===== src/rtl/uart_pkg.sv =====
// rtl/uart_pkg.sv - shared constants, FSM encoding and types for the UART receiver
package uart_pkg;

    localparam int PARITY_NONE = 0;
    localparam int PARITY_EVEN = 1;
    localparam int PARITY_ODD  = 2;

    localparam logic [2:0] ST_IDLE    = 3'd0;
    localparam logic [2:0] ST_START   = 3'd1;
    localparam logic [2:0] ST_DATA    = 3'd2;
    localparam logic [2:0] ST_PARITY  = 3'd3;
    localparam logic [2:0] ST_STOP    = 3'd4;
    localparam logic [2:0] ST_BRKWAIT = 3'd5;

    typedef struct packed {
        logic parity_err;
        logic frame_err;
    } rx_flags_t;

    function automatic int cnt_width(input int clks);
        return (clks <= 2) ? 1 : $clog2(clks);
    endfunction

endpackage


===== src/rtl/uart_rx_sampler.sv =====
// rtl/uart_rx_sampler.sv - line synchroniser, bit-period counter and 3-sample majority vote
module uart_rx_sampler
    import uart_pkg::*;
#(
    parameter int clksPerBit = 16
) (
    input  logic clk,
    input  logic rst,
    input  logic line,
    input  logic restart,
    output logic level,
    output logic strobe,
    output logic bit_value
);

    localparam int CW  = cnt_width(clksPerBit);
    localparam int MID = clksPerBit / 2;
    localparam logic [CW-1:0] LAST    = CW'(clksPerBit - 1);
    localparam logic [CW-1:0] VOTE_AT = CW'(MID + 1);

    logic [1:0]    sync;
    logic [1:0]    hist;
    logic [CW-1:0] cnt;

    always_ff @(posedge clk or posedge rst) begin
        if (rst) begin
            sync <= 2'b11;
            hist <= 2'b11;
            cnt  <= '0;
        end else begin
            sync <= {sync[0], line};
            hist <= {hist[0], sync[1]};
            if (restart || cnt == LAST)
                cnt <= '0;
            else
                cnt <= cnt + 1'b1;
        end
    end

    // Window is {sample at mid-1, sample at mid, current sample at mid+1}.
    assign level     = sync[1];
    assign strobe    = (cnt == VOTE_AT);
    assign bit_value = (hist[1] & hist[0]) | (hist[1] & level) | (hist[0] & level);

endmodule


===== src/rtl/uart_rx_param.sv =====
// rtl/uart_rx_param.sv - parametrised UART receiver with valid/ready output register
module uart_rx_param
    import uart_pkg::*;
#(
    parameter int clksPerBit = 16,
    parameter int dataBits   = 8,
    parameter int parityMode = 1,
    parameter int stopBits   = 1
) (
    input  logic                i_clkRx,
    input  logic                i_rstRx,
    input  logic                i_rxLine,
    output logic [dataBits-1:0] o_rxData,
    output logic                o_rxValid,
    input  logic                i_rxReady,
    output logic                o_parityError,
    output logic                o_frameError,
    output logic                o_break,
    output logic                o_overrun,
    output logic                o_busy
);

    logic                level;
    logic                strobe;
    logic                bit_value;
    logic                restart;
    logic [2:0]          state;
    logic [dataBits-1:0] shift;
    logic [3:0]          bit_idx;
    logic                all_zero;
    logic                brk;
    logic                last_stop;
    logic                complete;
    rx_flags_t           flags;
    rx_flags_t           frame_flags;

    uart_rx_sampler #(.clksPerBit(clksPerBit)) u_sampler (
        .clk       (i_clkRx),
        .rst       (i_rstRx),
        .line      (i_rxLine),
        .restart   (restart),
        .level     (level),
        .strobe    (strobe),
        .bit_value (bit_value)
    );

    assign restart   = (state == ST_IDLE) && !level;
    assign last_stop = (state == ST_STOP) && strobe && (bit_idx == 4'(stopBits - 1));
    // A frame whose every bit after start was 0 is a break, never a delivered word.
    assign complete  = last_stop && !(all_zero && !bit_value);

    always_comb begin
        frame_flags           = flags;
        frame_flags.frame_err = flags.frame_err | ~bit_value;
    end

    always_ff @(posedge i_clkRx or posedge i_rstRx) begin
        if (i_rstRx) begin
            state    <= ST_IDLE;
            shift    <= '0;
            bit_idx  <= '0;
            all_zero <= 1'b0;
            flags    <= '0;
            brk      <= 1'b0;
        end else begin
            case (state)
                ST_IDLE: begin
                    if (!level)
                        state <= ST_START;
                end
                ST_START: begin
                    if (strobe) begin
                        if (bit_value) begin
                            state <= ST_IDLE;
                        end else begin
                            state    <= ST_DATA;
                            bit_idx  <= '0;
                            all_zero <= 1'b1;
                            flags    <= '0;
                        end
                    end
                end
                ST_DATA: begin
                    if (strobe) begin
                        shift    <= {bit_value, shift[dataBits-1:1]};
                        all_zero <= all_zero & ~bit_value;
                        if (bit_idx == 4'(dataBits - 1)) begin
                            bit_idx <= '0;
                            state   <= (parityMode != PARITY_NONE) ? ST_PARITY : ST_STOP;
                        end else begin
                            bit_idx <= bit_idx + 4'd1;
                        end
                    end
                end
                ST_PARITY: begin
                    if (strobe) begin
                        flags.parity_err <= bit_value != ((^shift) ^ (parityMode == PARITY_ODD));
                        all_zero         <= all_zero & ~bit_value;
                        state            <= ST_STOP;
                    end
                end
                ST_STOP: begin
                    if (strobe) begin
                        flags.frame_err <= flags.frame_err | ~bit_value;
                        all_zero        <= all_zero & ~bit_value;
                        if (bit_idx == 4'(stopBits - 1)) begin
                            if (all_zero && !bit_value) begin
                                brk   <= 1'b1;
                                state <= ST_BRKWAIT;
                            end else begin
                                state <= ST_IDLE;
                            end
                        end else begin
                            bit_idx <= bit_idx + 4'd1;
                        end
                    end
                end
                ST_BRKWAIT: begin
                    if (level) begin
                        brk   <= 1'b0;
                        state <= ST_IDLE;
                    end
                end
                default: state <= ST_IDLE;
            endcase
        end
    end

    always_ff @(posedge i_clkRx or posedge i_rstRx) begin
        if (i_rstRx) begin
            o_rxData      <= '0;
            o_rxValid     <= 1'b0;
            o_parityError <= 1'b0;
            o_frameError  <= 1'b0;
            o_overrun     <= 1'b0;
        end else begin
            o_overrun <= 1'b0;
            if (complete) begin
                if (!o_rxValid || i_rxReady) begin
                    o_rxData      <= shift;
                    o_rxValid     <= 1'b1;
                    o_parityError <= frame_flags.parity_err;
                    o_frameError  <= frame_flags.frame_err;
                end else begin
                    o_overrun <= 1'b1;
                end
            end else if (o_rxValid && i_rxReady) begin
                o_rxValid <= 1'b0;
            end
        end
    end

    assign o_break = brk;
    assign o_busy  = (state != ST_IDLE);

endmodule


===== config.mk =====
export PLATFORM = sky130hd
export DESIGN_NAME = uart_rx_param
export DESIGN_NICKNAME = d
export VERILOG_FILES = /design/src/rtl/uart_pkg.sv /design/src/rtl/uart_rx_sampler.sv /design/src/rtl/uart_rx_param.sv
export SDC_FILE = /design/constraint.sdc
export NUM_CORES = 1
export LEC_CHECK = 0
export CORE_MARGIN = 10
export CORE_UTILIZATION = 55
export CTS_CLUSTER_DIAMETER = 150
export DETAILED_ROUTE_END_ITERATION = 8
export PLACE_DENSITY = 0.76
export SLEW_MARGIN = 15
export SYNTH_ARGS = -nofsm -noshare
export SYNTH_HDL_FRONTEND = slang
export SYNTH_HIERARCHICAL = 1
export SYNTH_SLANG_ARGS = --single-unit

===== constraint.sdc =====
create_clock -name i_clkRx -period 2.4 [get_ports i_clkRx]
set_input_delay 0.48 -clock i_clkRx [delete_from_list [all_inputs] [get_ports i_clkRx]]
set_output_delay 0.48 -clock i_clkRx [all_outputs]
set_load 0.05 [all_outputs]

==> impl_results.md, run 1 <==
- Max-slew headroom at the worst pin: 64.55%
- Critical Path, Cell by Cell: maj3_1 -> nand2b_1 -> nand4_2 -> mux2_2
- Chip Height: 79.67 µm
- Endpoints failing setup: 0
- Final antenna-violating net count: 0
- Initial Util: 57.77%
- Fraction of post-synthesis cell area in the top cell type by area: 44.73%
- Die boundary width: 79.67 µm
- Category of the worst setup path launch point: flip-flop
- Synth area leader: sky130_fd_sc_hd__dfrtp_1
- Largest clock skew in the final design: 0.009285 ns
- Power spent charging and discharging nets: 0.5654 mW
- Count leader, synth: sky130_fd_sc_hd__dfrtp_1
- Switch share: 35.35%
- Count of nets after finishing: 193
- Hold WC Path Type: flip-flop to flip-flop
- Synthesized net count: 173
- Post-route DRC violation count: 0
- Post-CTS setup-driven buffer insertion count: 0
- Share of flip-flops with an asynchronous set or reset: 100.0%
- Antenna violations before repair: 0
- Slowest cell on the critical path: sky130_fd_sc_hd__dfstp_2
- Critical path buffer and inverter count: 0
- Top cells by instance count after synthesis: 35 x sky130_fd_sc_hd__dfrtp_1, 20 x sky130_fd_sc_hd__mux2_2, 12 x sky130_fd_sc_hd__nor2_1
- Full die area: 0.006347 mm²
- H-tree lvl count: 2
- Number of buffers inserted during clock tree synthesis: 5
- Number of gates resized after CTS: 0
- Count of buffers from port buffering: 17
- Worst hold margin: 0.3670 ns
- Power density relative to cell area: 715.7 mW/mm²
- Unrepaired setup endpoints after global routing: false
- Number of distinct library cells after synthesis: 48
- Combinational fraction of design power: 28.1%
- Boundary Pins: 18
- Vias in the first global route: 1298
- Internal power component: 1.034 mW
- Sequential fraction of the synthesis area: 50.10%
- Via density: 5.608
- Sequential cell fraction of total power: 51.3%
- Remaining global-route overflow: 0
- Endpoint type of the worst setup path: flip-flop
- Largest cells by area after synthesis: sky130_fd_sc_hd__dfrtp_1 45%, sky130_fd_sc_hd__mux2_2 12%, sky130_fd_sc_hd__dfstp_2 5.4%
- Number of vias in the routed layout: 1301
- Classification of the worst setup path: flip-flop to flip-flop
- Average size of a mapped cell: 11.87 µm²
- Largest fanout on the critical path: 10
- Number of diodes: 0
- Top_reg_cell synth: sky130_fd_sc_hd__dfrtp_1
- Number of DRC markers in iteration 0: 139
- Static Leak: 1.000 nW
- Proportion of layout cells with a drive suffix above 1: 24.73%
- Synthesis-to-layout area growth: 14.12%
- # hold bufs at CTS: 0
- Delay-heaviest family, CP: simple AND/OR/NAND/NOR gates
- Netlist area before placement: 0.001958 mm²
- Core area: 0.003390 mm²
- GRT Resource Usage Total: 11.77%
- Longest Clk Path Bufs: 2
- Total number of clock tree sinks: 39
- Wire length of the first global-routing pass: 5.982 mm
- Num rows: 21
- Final WL: 3.543 mm
- Number of hold violations in the final report: 0
- Number of flip-flops and latches in the synthesized netlist: 39
- Largest net degree at the start of global routing: 32
- Arrival time at the worst endpoint: 2.37 ns
- Post-route fraction of the period consumed by the critical path: 88.48%
- First drt pass iteration count: 4
- Clock latency of the later-clocked register in the worst-skew pair: 0.35 ns
- Wire per inst: 15.27 µm
- Maximum resistive drop on vdd: 626.8 µV
- Status: finished, final reports clean
- Worst EP required: 2.64 ns
- Max Transition Viols Final: 0
- Maximum clock frequency: 470.9 MHz
- Setup tns final: 0 ns
- Count of max-cap constraint violations: 0
- CTS tree: built
- Post-route minimum period: 2.124 ns
- Last weighted congestion value of the routability-driven placer: 0.8055
- Transition time at the pin with the least slew margin: 0.5318 ns
- Number of enable-type register cells in the synthesized netlist: 0
- Clk pwr share: 20.7%
- Clock root buffer: sky130_fd_sc_hd__clkbuf_4
- Detail Placement HPWL: 2.636 mm
- Yosys warns: 6
- Clock-pin slew of the registers on the worst-case setup and hold paths: 0.12 ns
- Number of instances in the synthesized netlist: 165
- Overall power consumption: 1.599 mW
- Stage delay of the slowest cell on the critical path: 0.62 ns
-- worst register-to-register path: stages (launching register included) --
cell and delay [ns]:
sky130_fd_sc_hd__dfstp_2 0.62, sky130_fd_sc_hd__maj3_1 0.39, sky130_fd_sc_hd__nand2b_1 0.29, sky130_fd_sc_hd__nand4_2 0.34, sky130_fd_sc_hd__mux2_2 0.38
-- path summary, 6_finish.rpt --
check	from	endpoint	cells past startpoint	slack, ns
worst max register to register	u_sampler/sync[1]$_DFF_PP1_	o_rxData[0]$_DFFE_PP0P_	4	0.28
max in group asynchronous	i_rstRx	shift[2]$_DFFE_PP0P_	3	1.58
worst min register to register	u_sampler/hist[0]$_DFF_PP1_	u_sampler/hist[1]$_DFF_PP1_	0	0.37
worst min-delay path	u_sampler/hist[0]$_DFF_PP1_	u_sampler/hist[1]$_DFF_PP1_	0	0.37
worst max-delay path	u_sampler/sync[1]$_DFF_PP1_	o_rxData[0]$_DFFE_PP0P_	4	0.28
min in group asynchronous	i_rstRx	u_sampler/cnt[1]$_DFF_PP0_	2	0.39
-- through the flow --
| step | utilization [%] | cells | instance area (µm²) | setup slack (ns) |
|---|---|---|---|---|
| after global placement | 64.23 | 224 | 2177 | 0.3246 |
| after CTS | 65.93 | 232 | 2235 | 0.2637 |
| after global routing | 65.93 | 232 | 2235 | 0.1570 |
| after detailed placement | 64.23 | 224 | 2177 | 0.2712 |
| final | 65.93 | 232 | 2235 | 0.2765 |
| after floorplan | - | 165 | 1958 | 0.5709 |
-- layout by cell type, fill, tap and decap left out, drive strengths merged, types with 3 or more instances in the layout --
cell	count
mux2	20
dfrtp	35
clkdlybuf4s50	16
nand2b	7
nand2	8
o21ai	8
nor3	3
inv	8
nor2	12
nor3b	3
buf	3
ha	4
dfstp	4
xnor2	8
a31oi	4
o31ai	3
clkbuf	5
-- state kept, by name (all words and copies together), names as in the netlist --
| name | count |
|---|---|
| all_zero | 1 |
| bit_idx | 4 |
| flags | 2 |
| o_break | 1 |
| o_frameError | 1 |
| o_overrun | 1 |
| o_parityError | 1 |
| o_rxData | 8 |
| o_rxValid | 1 |
| shift | 8 |
| state | 3 |
| u_sampler/cnt | 4 |
| u_sampler/hist | 2 |
| u_sampler/sync | 2 |
-- area by class of cell --
cell class | instances | area (µm²)
fill | 263 | 1155
sequential | 39 | 980.9
multi-input combinational | 112 | 913.4
timing repair buffer | 19 | 195.2
tap | 46 | 57.56
clock buffer | 5 | 37.54
inverter | 8 | 30.03
clock inverter | 3 | 20.02
-- metal layers --
layer	up-vias	wire, µm	share of wire (%)	GRT usage [%]
met2	29	1724	49	18.93
met1	636	1558	44	14.07
met3	6	212	6.0	4.617
li1	630	-	-	-
met4	0	47	1.3	3.763
met5	-	0	0	0
-- cells by family (layout without fill, tap and decap cells) --
| kind of cell | after synthesis | after routing | share of synthesized area, % |
|---|---|---|---|
| multiplexers | 21 | 21 | 12.01 |
| AND/OR/NAND/NOR | 47 | 47 | 15.78 |
| adder cells (fa/ha/maj) | 5 | 5 | 3.067 |
| flip-flops | 39 | 39 | 50.10 |
| AO/OA/AOI/OAI | 30 | 30 | 11.05 |
| XOR/XNOR | 9 | 9 | 4.728 |
| buffers and inverters | 14 | 35 | 3.258 |
-- power groups by stage --
stage               clock network, mW  logic [mW]  registers [mW]
CTS                             0.339       0.450           0.816
floorplan                           0       0.376           0.779
detailed placement                  0       0.447           0.830
finish                          0.331       0.449           0.820
global route                    0.365       0.491           0.830
global placement                    0       0.434           0.821
(Power assumes the default switching activity.)
==> run 2, diff against run 1 <==
--- a/config.mk
+++ b/config.mk
@@ -7,7 +7,6 @@
 export LEC_CHECK = 0
 export CORE_MARGIN = 10
 export CORE_UTILIZATION = 55
-export CTS_CLUSTER_DIAMETER = 150
 export DETAILED_ROUTE_END_ITERATION = 8
 export PLACE_DENSITY = 0.76
 export SLEW_MARGIN = 15
==> constraint.sdc (replaced) <==
create_clock -name i_clkRx -period 2.4 [get_ports i_clkRx]
set_input_delay 0.36 -clock i_clkRx [delete_from_list [all_inputs] [get_ports i_clkRx]]
set_output_delay 0.36 -clock i_clkRx [all_outputs]
set_load 0.05 [all_outputs]
==> run 2 against run 1 <==
  * Sequential share of layout area up 0.32 points
  * Sequential cell count unchanged
  * Combinational power down 4.9%
  * Global-route usage up 0.59 points
  * Sequential power down 0.5%
  * Register-to-register slack about the same
  * Non-clock buffer count unchanged
  * Die area unchanged
  * Total power down 2.1%
  * Critical path type unchanged
  * Largest cell class unchanged
==> impl_results.md, run 2 (synthesized netlist as in run 1, its figures left out) <==
- Count of max-cap constraint violations: 0 (unchanged)
- Die boundary width: 79.67 µm (unchanged)
- Remaining global-route overflow: 0 (unchanged)
- Static Leak: 0.9960 nW (-0.41%)
- Number of hold violations in the final report: 0 (unchanged)
- Global-route track usage on met3: 4.392% (-0.23 points)
- Max-slew headroom at the worst pin: 65.54% (+0.99 points)
- Arrival time at the worst endpoint: 2.37 ns (about the same)
- Largest fanout on the critical path: 10 (unchanged)
- Unrepaired setup endpoints after global routing: false
- Post-CTS setup-driven buffer insertion count: 0 (unchanged)
- Number of DRC markers in iteration 0: 129 (-7.2%)
- Cell depth of the worst setup path: 4 (unchanged)
- GRT met2 Usage: 20.87% (+1.9 points)
- Vias in the first global route: 1369 (+5.5%)
- CTS tree: built
- Critical path buffer and inverter count: 0 (unchanged)
- Full die area: 0.006347 mm² (unchanged)
- Last weighted congestion value of the routability-driven placer: 0.7783 (-3.4%)
- Post-route DRC violation count: 0 (unchanged)
- Wire per inst: 15.70 µm (+2.8%)
- Global route hottest layer: met2
- Commonest cells after routing, fill and taps aside: 35 x sky130_fd_sc_hd__dfrtp_1, 20 x sky130_fd_sc_hd__mux2_2, 16 x sky130_fd_sc_hd__clkdlybuf4s50_1, 12 x sky130_fd_sc_hd__nor2_1
- Post-route fraction of the period consumed by the critical path: 88.94% (+0.46 points)
- Register-to-Register Path Depth: 4 (unchanged)
- Number of diodes: 0 (unchanged)
- Num rows: 21 (unchanged)
- Category of the worst setup path launch point: flip-flop
- H-tree lvl count: 2 (unchanged)
- Setup tns final: 0 ns (unchanged)
- Critical Path, Cell by Cell: maj3_1 -> nand2b_1 -> nand4_2 -> mux2_2
- Power density relative to cell area: 706.0 mW/mm² (-1.4%)
- Number of buffers inserted during clock tree synthesis: 5 (unchanged)
- Detail Placement HPWL: 2.703 mm (+2.6%)
- Delay-heaviest family, CP: simple AND/OR/NAND/NOR gates
- # hold bufs at CTS: 0 (unchanged)
- Hold WC Path Type: input pin to asynchronous set/reset pin
- Most common cell after layout, fill and taps aside: sky130_fd_sc_hd__dfrtp_1
- Endpoint type of the worst setup path: flip-flop
- Core area: 0.003390 mm² (unchanged)
- Proportion of layout cells with a drive suffix above 1: 24.19% (-0.54 points)
- Longest Clk Path Bufs: 2 (unchanged)
- First drt pass iteration count: 6 (+2)
- Post-route minimum period: 2.134 ns (+0.01092 ns)
- Clock root buffer: sky130_fd_sc_hd__clkbuf_4
- GRT Resource Usage Total: 12.37% (+0.59 points)
- Wire length of the first global-routing pass: 6.292 mm (+5.2%)
- Final antenna-violating net count: 0 (unchanged)
- Transition time at the pin with the least slew margin: 0.5153 ns (-0.01650 ns)
- Maximum resistive drop on vdd: 504.3 µV (-20%)
- Total number of clock tree sinks: 39 (unchanged)
- Number of vias in the routed layout: 1301 (unchanged)
- Clock latency of the later-clocked register in the worst-skew pair: 0.35 ns (about the same)
- Count of buffers from port buffering: 17 (unchanged)
- Worst hold margin: 0.2704 ns (-0.09662 ns)
- Max Transition Viols Final: 0 (unchanged)
- Status: finished, final reports clean
- Largest registers: o_rxData x8, shift x8
- Final design instance area without fill: 0.002218 mm² (-0.73%)
- Number of gates resized after CTS: 0 (unchanged)
- Worst EP required: 2.64 ns (about the same)
- Worst flop-to-flop path startpoint: u_sampler/sync[1]$_DFF_PP1_
- Chip Height: 79.67 µm (unchanged)
- Largest clock skew in the final design: 0.009900 ns (+0.0006153 ns)
- Classification of the worst setup path: flip-flop to flip-flop
- Count of nets after finishing: 193 (unchanged)
- Critical path startpoint: u_sampler/sync[1]$_DFF_PP1_
- Area of placed instances: 0.002165 mm² (-0.57%)
- Clock-pin slew of the registers on the worst-case setup and hold paths: 0.11 ns (about the same)
- Met1 Resource Use GR: 13.89% (-0.18 points)
- Maximum clock frequency: 468.5 MHz (-0.51%)
- Via density: 5.608 (unchanged)
- Antenna violations before repair: 0 (unchanged)
- Largest net degree at the start of global routing: 32 (unchanged)
- Final WL: 3.643 mm (+2.8%)
- R2r endpoint: o_rxData[4]$_DFFE_PP0P_
- Synthesis-to-layout area growth: 13.29%
- Internal reg-to-reg setup slack: 0.27 ns (about the same)
- Slowest cell on the critical path: sky130_fd_sc_hd__dfstp_2
- Boundary Pins: 18 (unchanged)
- Worst setup path endpoint: o_rxData[4]$_DFFE_PP0P_
- Endpoints failing setup: 0 (unchanged)
- Stage delay of the slowest cell on the critical path: 0.62 ns (about the same)
- Initial Util: 57.77% (unchanged)
## run 2: changes by cell type in the layout (fill, tap and decap cells not counted), sizes merged
cell,delta
clkbuf,+1
clkinvlp,-1
## run 2: per-stage QoR
step | setup slack [ns] | cells | power [mW] | util [%]
finish | 0.2656 | 232 | 1.566 | 65.45
global route | 0.1000 | 232 | 1.661 | 65.45
CTS | 0.2776 | 232 | 1.581 | 65.45
detailed placement | 0.3041 | 224 | 1.255 | 63.86
global placement | 0.3228 | 224 | 1.227 | 63.86
floorplan | 0.5709 | 165 | 1.155 | -
## run 2: cell type report
| cell class | count | area (µm²) |
|---|---|---|
| clock buffer | 6 | 41.29 |
| multi-input combinational | 112 | 913.4 |
| fill | 247 | 1171 |
| sequential | 39 | 980.9 |
| inverter | 8 | 30.03 |
| clock inverter | 2 | 12.51 |
| timing repair buffer | 19 | 182.7 |
| tap | 46 | 57.56 |
## run 2: how the worst min path moves through the flow
| stage | depth (start not counted) | endpoint | slack [ns] | start |
|---|---|---|---|---|
| floorplan | 1 | u_sampler/cnt[0]$_DFF_PP0_ | 0.17 | i_rstRx |
| global placement | 0 | u_sampler/sync[1]$_DFF_PP1_ | 0.35 | u_sampler/sync[0]$_DFF_PP1_ |
| detailed placement | 0 | u_sampler/sync[1]$_DFF_PP1_ | 0.36 | u_sampler/sync[0]$_DFF_PP1_ |
| CTS | 2 | u_sampler/cnt[0]$_DFF_PP0_ | 0.27 | i_rstRx |
| global route | 2 | u_sampler/cnt[3]$_DFF_PP0_ | 0.28 | i_rstRx |
| finish | 2 | u_sampler/cnt[0]$_DFF_PP0_ | 0.27 | i_rstRx |
## run 2: worst reg2reg max path, cell delays in order, from the launching register on
cell and delay (ns):
sky130_fd_sc_hd__dfstp_2 0.62, sky130_fd_sc_hd__maj3_1 0.38, sky130_fd_sc_hd__nand2b_1 0.30, sky130_fd_sc_hd__nand4_2 0.35
sky130_fd_sc_hd__mux2_2 0.39
## run 2: power breakdown
group | total (mW) | leakage, nW | switching, mW | internal (mW)
Sequential | 0.816 | 0.517 | 0.101 | 0.715
Clock | 0.323 | 0.0282 | 0.210 | 0.113
Combinational | 0.427 | 0.451 | 0.242 | 0.185
Total | 1.57 | 0.996 | 0.553 | 1.01
## run 2: per-layer routing
layer,wire length (µm),up-vias
met3,187,7
met1,1541,643
met4,62,0
met5,0,-
li1,-,627
met2,1851,24
==> run 3, diff against run 2 <==
--- a/config.mk
+++ b/config.mk
@@ -8,6 +8,7 @@
 export CORE_MARGIN = 10
 export CORE_UTILIZATION = 55
 export DETAILED_ROUTE_END_ITERATION = 8
+export GPL_TIMING_DRIVEN = 0
 export PLACE_DENSITY = 0.76
 export SLEW_MARGIN = 15
 export SYNTH_ARGS = -nofsm -noshare
==> run 3 against run 2 <==
  * Critical endpoint is now o_busy
  * Sequential cell count unchanged
  * Highest routed layer unchanged
  * Via count increased by 5.0%
  * Fmax decreased by 1.2%
  * Largest cell class unchanged
  * Global-route usage increased by 0.41 points
  * Cell count increased by 1.7%
==> impl_results.md, run 3 (synthesized netlist as in run 1, its figures left out) <==
- Synthesis-to-layout area growth: 14.50%
- Maximum clock frequency: 463.0 MHz (-1.2%)
- Most common cell after layout, fill and taps aside: sky130_fd_sc_hd__dfrtp_1
- Number of DRC markers in iteration 0: 163 (+26%)
- Vias in the first global route: 1386 (+1.2%)
- Commonest cells after routing, fill and taps aside: 35 x sky130_fd_sc_hd__dfrtp_1, 20 x sky130_fd_sc_hd__mux2_2, 16 x sky130_fd_sc_hd__clkdlybuf4s50_1, 12 x sky130_fd_sc_hd__nor2_1
- Count of max-cap constraint violations: 0 (unchanged)
- Worst EP required: 2.04 ns (-0.60 ns)
- Largest net degree at the start of global routing: 32 (unchanged)
- Post-route DRC violation count: 0 (unchanged)
- H-tree lvl count: 2 (unchanged)
- Total number of clock tree sinks: 39 (unchanged)
- First drt pass iteration count: 4 (-2)
- Power density relative to cell area: 708.4 mW/mm² (+0.34%)
- CTS tree: built
- Clock-pin slew of the registers on the worst-case setup and hold paths: 0.13 ns (+0.02 ns)
- Core area: 0.003390 mm² (unchanged)
- Arrival time at the worst endpoint: 1.80 ns (-0.57 ns)
- Last weighted congestion value of the routability-driven placer: 0.8307 (+6.7%)
- PnR worst setup slack: 0.2403 ns (-0.02528 ns)
- Chip Height: 79.67 µm (unchanged)
- Endpoints failing setup: 0 (unchanged)
- Full die area: 0.006347 mm² (unchanged)
- Final core utilization: 66.15% (+0.70 points)
- Via density: 5.788 (+3.2%)
- Setup Slack @ Placement: 0.3040 ns (-0.00006500 ns)
- Number of hold violations in the final report: 0 (unchanged)
- Category of the worst setup path launch point: flip-flop
- Transition time at the pin with the least slew margin: 0.6313 ns (+0.1160 ns)
- Number of buffers inserted during clock tree synthesis: 5 (unchanged)
- Max Transition Viols Final: 0 (unchanged)
- Final WL: 3.677 mm (+0.93%)
- Wire per inst: 15.58 µm (-0.78%)
- Number of vias in the routed layout: 1366 (+5.0%)
- Remaining global-route overflow: 0 (unchanged)
- Largest fanout on the critical path: 10 (unchanged)
- Maximum resistive drop on vdd: 472.1 µV (-6.4%)
- Die boundary width: 79.67 µm (unchanged)
- Classification of the worst setup path: flip-flop to primary output
- Clock latency of the later-clocked register in the worst-skew pair: 0.36 ns (about the same)
- Endpoint type of the worst setup path: primary output
- Largest clock skew in the final design: 0.01348 ns (+0.003579 ns)
- Setup tns final: 0 ns (unchanged)
- Proportion of layout cells with a drive suffix above 1: 25.79% (+1.6 points)
- Post-route fraction of the period consumed by the critical path: 89.99% (+1.1 points)
- Post-CTS setup-driven buffer insertion count: 0 (unchanged)
- Static Leak: 1.008 nW (+1.3%)
- Critical path startpoint: state[2]$_DFFE_PP0P_
- Worst flop-to-flop path startpoint: u_sampler/sync[1]$_DFF_PP1_
- Hold WC Path Type: input pin to asynchronous set/reset pin
- Detail Placement HPWL: 2.677 mm (-1.0%)
- Number of diodes: 0 (unchanged)
- Antenna violations before repair: 0 (unchanged)
- GRT Resource Usage Total: 12.78% (+0.41 points)
- Largest registers: o_rxData x8, shift x8
- Status: finished, final reports clean
- Final antenna-violating net count: 0 (unchanged)
- Clock root buffer: sky130_fd_sc_hd__clkbuf_4
- Max-slew headroom at the worst pin: 57.85% (-7.7 points)
- Boundary Pins: 18 (unchanged)
- Num rows: 21 (unchanged)
- Wire length of the first global-routing pass: 6.479 mm (+3.0%)
- # hold bufs at CTS: 0 (unchanged)
- Post-route minimum period: 2.160 ns (+0.02528 ns)
- Initial Util: 57.77% (unchanged)
- Unrepaired setup endpoints after global routing: false
- Worst hold margin: 0.2704 ns (+0.00002600 ns)
- Count of nets after finishing: 197 (+2.1%)
- Count of buffers from port buffering: 17 (unchanged)
- Longest Clk Path Bufs: 2 (unchanged)
## run 3: cell types whose count changed in the layout (fill, tap and decap cells not counted)
cell,delta
sky130_fd_sc_hd__buf_2,+3
sky130_fd_sc_hd__buf_1,+1
sky130_fd_sc_hd__buf_4,-1
sky130_fd_sc_hd__clkbuf_1,-1
sky130_fd_sc_hd__clkinvlp_4,+1
sky130_fd_sc_hd__dlygate4sd2_1,+1
sky130_fd_sc_hd__inv_1,-1
sky130_fd_sc_hd__inv_2,+1
## run 3: final timing paths
path / end / slack, ns / cells after the start
min in group i_clkRx: u_sampler/sync[1]$_DFF_PP1_ / 0.38 / 0
max: o_busy / 0.24 / 4
max in group asynchronous: bit_idx[1]$_DFFE_PP0P_ / 1.56 / 2
min reg2reg: u_sampler/sync[1]$_DFF_PP1_ / 0.38 / 0
min: u_sampler/cnt[3]$_DFF_PP0_ / 0.27 / 2
max reg2reg: o_rxData[1]$_DFFE_PP0P_ / 0.26 / 5
## run 3: timing repair
item | CTS | global route
gates resized for setup | 1 | 0
hold endpoints to repair | 0 | 0
setup endpoints to repair | 1 | 0
## run 3: worst max-delay path, cell delays in order (launching register included)
cell and delay (ns):
sky130_fd_sc_hd__dfrtp_1 0.47, sky130_fd_sc_hd__buf_2 0.25, sky130_fd_sc_hd__nor2_1 0.09, sky130_fd_sc_hd__nand2_1 0.09, sky130_fd_sc_hd__dlygate4sd2_1 0.54
## run 3: layer usage
| layer | GRT usage, % | vias to the layer above | part of all wire, % |
|---|---|---|---|
| li1 | - | 642 | - |
| met1 | 14.47 | 679 | 44 |
| met2 | 20.71 | 38 | 48 |
| met3 | 5.068 | 7 | 6.4 |
| met4 | 5.735 | 0 | 1.6 |
| met5 | 0 | - | 0 |
## run 3: metrics by stage
step	cells	instance area, µm²	power (mW)
finish	236	2242	1.588
floorplan	165	1958	1.155
global placement	228	2186	1.244
detailed placement	228	2186	1.263
global route	236	2242	1.683
CTS	236	2242	1.595
## run 3: cell type report
cell class | count | area [µm²]
Buffer | 6 | 33.78
Clock buffer | 5 | 37.54
Clock inverter | 3 | 20.02
Fill cell | 262 | 1147
Inverter | 8 | 30.03
Multi-Input combinational cell | 112 | 913.4
Sequential cell | 39 | 980.9
Tap cell | 46 | 57.56
Timing Repair Buffer | 17 | 168.9
## run 3: power breakdown
part	switching (mW)	leakage, nW	internal (mW)
clock	0.230	0.0272	0.112
combinational	0.272	0.465	0.192
sequential	0.0661	0.517	0.716
total	0.569	1.01	1.02
